**config.mk**
```make
export PLATFORM = sky130hd
export DESIGN_NAME = usb_fx2_fifo_drain
export DESIGN_NICKNAME = d
export VERILOG_FILES = /design/src/rtl/usb_fx2_fifo_drain.sv
export SDC_FILE = /design/constraint.sdc
export NUM_CORES = 1
export LEC_CHECK = 0
export CAP_MARGIN = 20
export CORE_MARGIN = 4
export CORE_UTILIZATION = 40
export CTS_BUF_LIST = sky130_fd_sc_hd__clkbuf_16
export CTS_CLUSTER_DIAMETER = 60
export DETAILED_ROUTE_END_ITERATION = 7
export PLACE_DENSITY = 0.66
export SLEW_MARGIN = 20
export SYNTH_ARGS = -nofsm -noshare
export SYNTH_HDL_FRONTEND = slang
export SYNTH_SLANG_ARGS = --single-unit
```
**constraint.sdc**
```tcl
create_clock -name clk -period 4.1 [get_ports clk]
set_input_delay 0.82 -clock clk [delete_from_list [all_inputs] [get_ports clk]]
set_output_delay 0.82 -clock clk [all_outputs]
set_load 0.02 [all_outputs]
```
**src/rtl/usb_fx2_fifo_drain.sv**
```systemverilog
// Drains the merged channel-data FIFO into the Cypress FX2 slave FIFO (sync write, 16-bit).
// Tracks packet fill and commits short packets with PKTEND on idle timeout or acquisition stop.
module usb_fx2_fifo_drain #(
  parameter int         PKT_WORDS = 256,
  parameter int         TIMEOUT   = 1024,
  parameter logic [1:0] EP_ADDR   = 2'b10
) (
  input  logic        clk,
  input  logic        reset_n,
  input  logic        rst_all_fifo,
  input  logic        enable,
  input  logic [15:0] fifo_q,
  input  logic        fifo_empty,
  output logic        fifo_rdreq,
  input  logic        fx2_full_n,
  output logic [15:0] fx2_fd,
  output logic        fx2_slwr_n,
  output logic        fx2_pktend_n,
  output logic [1:0]  fx2_fifoadr,
  output logic [31:0] words_sent
);

  localparam int PW = $clog2(PKT_WORDS);
  localparam int IW = $clog2(TIMEOUT);
  localparam logic [PW-1:0] PKT_LAST  = PW'(PKT_WORDS - 1);
  localparam logic [IW-1:0] IDLE_LAST = IW'(TIMEOUT - 1);

  typedef enum logic [2:0] {S_IDLE, S_RD, S_LATCH, S_WR, S_PKTEND} state_t;

  state_t        state_q, state_d;
  logic          rdreq_q, rdreq_d;
  logic [15:0]   fd_q, fd_d;
  logic          slwr_n_q, slwr_n_d;
  logic          pktend_n_q, pktend_n_d;
  logic [31:0]   words_q, words_d;
  logic [PW-1:0] pkt_q, pkt_d;
  logic [IW-1:0] idle_q, idle_d;
  logic          cap_q, cap_d;

  always_ff @(posedge clk or negedge reset_n) begin
    if (!reset_n) begin
      state_q    <= S_IDLE;
      rdreq_q    <= 1'b0;
      fd_q       <= 16'h0000;
      slwr_n_q   <= 1'b1;
      pktend_n_q <= 1'b1;
      words_q    <= 32'd0;
      pkt_q      <= '0;
      idle_q     <= '0;
      cap_q      <= 1'b0;
    end else begin
      state_q    <= state_d;
      rdreq_q    <= rdreq_d;
      fd_q       <= fd_d;
      slwr_n_q   <= slwr_n_d;
      pktend_n_q <= pktend_n_d;
      words_q    <= words_d;
      pkt_q      <= pkt_d;
      idle_q     <= idle_d;
      cap_q      <= cap_d;
    end
  end

  always_comb begin
    state_d    = state_q;
    rdreq_d    = 1'b0;
    fd_d       = fd_q;
    slwr_n_d   = 1'b1;
    pktend_n_d = 1'b1;
    words_d    = words_q;
    pkt_d      = pkt_q;
    idle_d     = idle_q;
    cap_d      = 1'b0;
    case (state_q)
      S_IDLE: begin
        if (enable && !fifo_empty && fx2_full_n) begin
          rdreq_d = 1'b1;
          idle_d  = '0;
          state_d = S_RD;
        end else if (pkt_q != '0 && (!enable || idle_q == IDLE_LAST)) begin
          pktend_n_d = 1'b0;
          state_d    = S_PKTEND;
        end else if (pkt_q != '0) begin
          if (idle_q != IDLE_LAST) idle_d = idle_q + 1'b1;
        end else begin
          idle_d = '0;
        end
      end
      S_RD: state_d = S_LATCH;
      S_LATCH: begin
        // Capture only once so a long full_n stall cannot pick up a changed fifo_q.
        cap_d = 1'b1;
        if (!cap_q) fd_d = fifo_q;
        if (fx2_full_n) begin
          slwr_n_d = 1'b0;
          state_d  = S_WR;
        end
      end
      S_WR: begin
        words_d = words_q + 32'd1;
        pkt_d   = (pkt_q == PKT_LAST) ? '0 : pkt_q + 1'b1;
        state_d = S_IDLE;
      end
      S_PKTEND: begin
        pkt_d   = '0;
        idle_d  = '0;
        state_d = S_IDLE;
      end
      default: state_d = S_IDLE;
    endcase
    // Abort drops any in-flight word without committing a packet.
    if (rst_all_fifo) begin
      state_d    = S_IDLE;
      rdreq_d    = 1'b0;
      slwr_n_d   = 1'b1;
      pktend_n_d = 1'b1;
      words_d    = 32'd0;
      pkt_d      = '0;
      idle_d     = '0;
      cap_d      = 1'b0;
    end
  end

  assign fifo_rdreq   = rdreq_q;
  assign fx2_fd       = fd_q;
  assign fx2_slwr_n   = slwr_n_q;
  assign fx2_pktend_n = pktend_n_q;
  assign fx2_fifoadr  = EP_ADDR;
  assign words_sent   = words_q;

endmodule

```
==> summary.txt, run 1 <==
register area - 1830 µm²
# nets final - 446
Final setup viols - 0
Cell Area, Synth - 3570 µm²
post-cts hold buffer count - 0
Gate Count Post-Synth - 351
Starting Density - 40.9%
static leakage - 1.90 nW
Ant. Diodes - 0
final worst path period need - 2.51 ns
clock tree buffer depth - 2
Setup Skew - 0.00630 ns
status - finished, final reports clean
Worst Hold Class - in2async
Port Buf Inserts - 72
setup TNS - 0 ns
Total GRT Usage - 16.3%
DR WL/cell - 15.0 µm
fraction of registers with async set/reset - 100%
crit start category - flop
FF-to-FF path depth - 5
max incr delay on CP - 0.77 ns
Fmax - 398 MHz
Hold WS - 0.492 ns
most frequent cells in the layout - dfrtp_1, clkdlybuf4s50_1, nor2_1, nand2_1, o21ai_0
predominant post-synthesis flop cell - dfrtp_1
Slew HR - 27.9%
P per Cell Area - 455 nW/µm²
largest net degree at the start of global routing - 46
Multi-input gate area - 1620 µm²
post-CTS repair timing setup buffer count - 0
placed cells - 517
Max Cap Viol - 0
initial DRC count - 151
Synth cell types - 52
Remaining Overflow, GRT - 0
synthesis-stage register bit count - 73
Max FO, Critical Path - 9
synth top area cells - dfrtp_1, mux2_2, nor2_1
RD Place Congestion - 0.821
share of the synthesized area in the top cell type - 49.8%
CTS resizes - 0
Mapped Avg Cell Area - 10.2 µm²
routed wire length - 7980 µm
yosys warns - 0
Post-synth EDFFs - 0
critical path, cell by cell - and3b_1, nand3_1, nor4_1, a31oi_1, o21ba_2
Clock Sinks - 73
Skew-Pair Late Insertion Delay - 0.33 ns
Critical Path RT - 4.32 ns
CP Data Arrival Time - 2.73 ns
initial antenna violation count - 0
CTS tree - done
max-slew violations - 0
TritonCTS Buffers - 9
DR vias - 2886
H-tree levels - 3
Die Area - 10500 µm²
RSZ-0062 raised after global routing - false
Power Total - 2.14 mW
first-pass GRT wire length - 13700 µm
post-synthesis sequential area ratio - 51.2%
Synth area leader - dfrtp_1
setup slack after layout - 1.59 ns
Final Hold Fails - 0
io pins - 75
Die Span Y - 102 µm
worst vdd ir - 223 µV
Setup crit end kind - flop
Area growth syn-to-layout - 32.0%
Core Box Area - 8720 µm²
vias per cell - 5.41
TritonRoute pass-1 iters - 4
vias in the first global route - 2876
critical path class - reg2reg
share of cells above drive strength 1 - 11.1%
Slowest-stage cell, CP - nor4_1
Worst-path clk slew - 0.06 ns
dpl ws - 1.47 ns
Synth Net Count - 377
Finished Layout Cells - 533
DRC viols - 0
Worst Tran Pin Value - 1.08 ns
clock root cell - clkbuf_16
fin crit share - 61.2%
Routed Antenna Nets - 0
std cell rows - 34
Fillers - 740
die width - 102 µm
dpl hpwl - 5590 µm
==> cells by family (layout without fill, tap and decap cells) <==
group,Yosys count,count (layout),synth area share (%)
other cells,2,2,0.210
xor+xnor,24,24,5.89
mux,17,17,5.36
compound gates,57,57,9.85
simple gates,146,146,22.5
buf+inv,28,102,3.57
flops,73,73,51.2
fa+ha+maj,4,4,1.40
==> area by class of cell <==
class	instances	share of cell area [%]
well taps	108	2.87
flip-flops and latches	73	38.8
inverters	11	0.876
multi-input cells	250	34.4
clock buffers	9	4.78
repair buffers	75	15.7
clock inverters	7	2.52
==> path summary, 6_finish.rpt <==
check	start	to	slack, ns
min reg2reg	fx2_fd[11]$_DFFE_PN0P_	fx2_fd[11]$_DFFE_PN0P_	0.50
max	state_q[0]$_DFFE_PN0P_	words_sent[26]$_DFFE_PN0P_	1.59
max in group asynchronous	reset_n	idle_q[2]$_DFFE_PN0P_	2.80
max reg2reg	state_q[0]$_DFFE_PN0P_	words_sent[26]$_DFFE_PN0P_	1.59
min	reset_n	fx2_fd[8]$_DFFE_PN0P_	0.49
min in group clk	fx2_fd[11]$_DFFE_PN0P_	fx2_fd[11]$_DFFE_PN0P_	0.50
==> routing by layer <==
| layer | share of wire [%] | up-vias | global-route usage, % |
|---|---|---|---|
| met1 | 44 | 1403 | 22.0 |
| met5 | 0 | - | 0 |
| met4 | 0.83 | 0 | 4.14 |
| met2 | 48 | 87 | 26.1 |
| li1 | - | 1387 | - |
| met3 | 6.8 | 9 | 4.57 |
==> metrics by stage <==
stage | cell area (µm²) | utilization (%)
finish | 4710 | 54.0
global route | 4710 | 54.0
CTS | 4710 | 54.0
detailed placement | 4370 | 50.1
global placement | 4370 | 50.1
floorplan | 3570 | -
==> sequential cells by signal (all words and copies together) (netlist names) <==
register      cells
words_sent       32
fx2_fd           16
idle_q           10
pkt_q             8
state_q           3
cap_q             1
fifo_rdreq        1
fx2_pktend_n      1
fx2_slwr_n        1
==> power breakdown <==
group	internal [mW]	switching, mW
combinational	0.217	0.194
clock	0.594	0.298
sequential	0.802	0.0386
total	1.61	0.531
==> cells in the mapped netlist, drive strengths merged (3+ instances only) <==
library cell / number
nand3: 13
or3: 8
xor2: 14
o21ai: 24
nor3: 10
nor2: 35
nand2b: 3
a31oi: 3
and2: 3
nand4: 14
and3: 7
xnor2: 10
ha: 4
buf: 8
dfrtp: 71
o41ai: 4
clkbuf: 9
nand2: 25
and4: 6
a21oi: 12
nor4: 6
inv: 11
nand3b: 5
mux2: 17
o31ai: 3
==> critical path, delay by kind of cell (launching register included) <==
family           cells  cell delay (ns)
AO/OA/AOI/OAI        2             0.42
AND/OR/NAND/NOR      3             1.42
flip-flops           1             0.55
Note: power is estimated with default switching activity, not from simulation.
==> inputs of run 2 (changes only) <==
Settings changed: PLACE_DENSITY 0.66 to 0.69.
Clock period 4.1 ns to 2.1 ns, I/O delays scaled along.
==> summary.txt, run 2 (synthesis gave the netlist of run 1 again) <==
DR vias - 2996 (+3.8%)
Die Span Y - 102 µm (unchanged)
Worst Hold Class - in2async
Fmax - 494 MHz (+24%)
CP Data Arrival Time - 2.23 ns (-0.50 ns)
placed cells - 549 (+6.2%)
first-pass GRT wire length - 13600 µm (-0.30%)
Final setup viols - 0 (unchanged)
Final Hold Fails - 0 (unchanged)
Port Buf Inserts - 72 (unchanged)
Critical Path RT - 2.30 ns (-2.02 ns)
post-cts hold buffer count - 0 (unchanged)
Worst-path clk slew - 0.06 ns (about the same)
max reg flops - 32 (unchanged)
CTS tree - done
Total GRT Usage - 16.6% (+0.24 points)
largest net degree at the start of global routing - 74 (+61%)
max-slew violations - 0 (unchanged)
worst vdd ir - 411 µV (+84%)
Buffers & Inverters on Critical Path - 2 (+2)
vias in the first global route - 2871 (-0.17%)
P per Cell Area - 836 nW/µm² (+84%)
DR WL/cell - 14.7 µm (-1.4%)
critical path class - reg2reg
critical path, cell by cell - inv_1, ha_1, or4b_1, o211ai_1, a221oi_2, buf_4, o21ai_0, o21ai_0
RD Place Congestion - 0.809 (-1.4%)
share of cells above drive strength 1 - 19.3% (+8.2 points)
post-CTS repair timing setup buffer count - 0 (unchanged)
dpl hpwl - 5930 µm (+6.1%)
Finished Layout Cells - 565 (+6.0%)
routed wire length - 8330 µm (+4.5%)
Die Area - 10500 µm² (unchanged)
H-tree levels - 3 (unchanged)
Max FO, Critical Path - 11 (+2)
vias per cell - 5.30 (-2.1%)
Worst setup startpoint - pkt_q[0]$_DFFE_PN0P_
Clock Sinks - 73 (unchanged)
static leakage - 2.11 nW (+11%)
r2r startpoint - pkt_q[0]$_DFFE_PN0P_
Starting Density - 40.9% (unchanged)
Area growth syn-to-layout - 40.3%
Skew-Pair Late Insertion Delay - 0.33 ns (about the same)
most used cell, CP - o21ai_0
Setup crit end kind - flop
cell family with most CP delay - compound AO/OA/AOI/OAI gates
clock tree buffer depth - 2 (unchanged)
most frequent cells in the layout - clkdlybuf4s50_1, dfrtp_1, nor2_1, buf_4, nand2_1
DRC viols - 0 (unchanged)
fin crit share - 96.4% (+35 points)
# nets final - 478 (+7.2%)
io pins - 75 (unchanged)
clock root cell - clkbuf_16
Setup Skew - 0.00555 ns (-0.000751 ns)
initial antenna violation count - 0 (unchanged)
Final Cell Area - 5010 µm² (+6.3%)
Ant. Diodes - 0 (unchanged)
placed cell areas - 4620 µm² (+5.9%)
status - finished, final reports clean
std cell rows - 34 (unchanged)
Max Cap Viol - 0 (unchanged)
TritonRoute pass-1 iters - 4 (unchanged)
Slowest-stage cell, CP - or4b_1
Core Box Area - 8720 µm² (unchanged)
Power Total - 4.19 mW (+95%)
final worst path period need - 2.02 ns (-0.486 ns)
initial DRC count - 117 (-23%)
max incr delay on CP - 0.45 ns (-0.32 ns)
commonest non-fill, non-tap cell in the layout - clkdlybuf4s50_1
TritonCTS Buffers - 9 (unchanged)
Remaining Overflow, GRT - 0 (unchanged)
Routed Antenna Nets - 0 (unchanged)
setup TNS - 0 ns (unchanged)
die width - 102 µm (unchanged)
fin util - 57.4% (+3.4 points)
crit start category - flop
==> run 2: cell types whose count changed in the layout (fill, tap and decap cells not counted), sizes merged <==
cell	change
buf	+32
clkinvlp	-1
inv	+1
==> run 2: metal layers <==
layer  GRT usage (%)  vias to the layer above  routed length (µm)
met3            4.51                        7                 466
met2            27.2                       75                4100
met5               0                        -                   0
li1                -                     1451                   -
met1            21.4                     1463                3690
met4            5.05                        0                  73
==> run 2: timing repair <==
item | 4_1_cts | 5_1_grt
hold endpoints to repair | 0 | 0
endpoints found under the setup margin | 4 | 12
resized for setup | 2 | 8
==> run 2: layout make-up <==
type | instances | area (µm²)
inverters | 11 | 41.3
repair buffers | 107 | 991
well taps | 108 | 135
clock inverters | 7 | 111
flip-flops and latches | 73 | 1830
fillers | 748 | 3710
clock buffers | 9 | 225
multi-input cells | 250 | 1670
==> run 2: final timing paths <==
| path | end | slack, ns | cells past startpoint |
|---|---|---|---|
| max in group asynchronous | fx2_slwr_n$_DFF_PN1_ | 1.65 | 2 |
| worst max register to register | idle_q[2]$_DFFE_PN0P_ | 0.08 | 8 |
| min in group clk | fx2_fd[13]$_DFFE_PN0P_ | 0.51 | 1 |
| worst min-delay path | fx2_fd[11]$_DFFE_PN0P_ | 0.12 | 2 |
| worst min register to register | fx2_fd[13]$_DFFE_PN0P_ | 0.51 | 1 |
| worst max-delay path | idle_q[2]$_DFFE_PN0P_ | 0.08 | 8 |
==> run 2: metrics by stage <==
step / hold WS (ns) / worst slack (ns)
floorplan: 0.124 / 0.0150
global placement: 0.482 / 0.0384
detailed placement: 0.489 / -0.0578
CTS: 0.135 / 0.0116
global route: 0.143 / -0.0288
finish: 0.123 / 0.0753
==> run 2: power by group <==
group	internal [mW]	switching [mW]	total, mW
Clock	1.15	0.572	1.72
Combinational	0.434	0.385	0.819
Sequential	1.57	0.0800	1.65
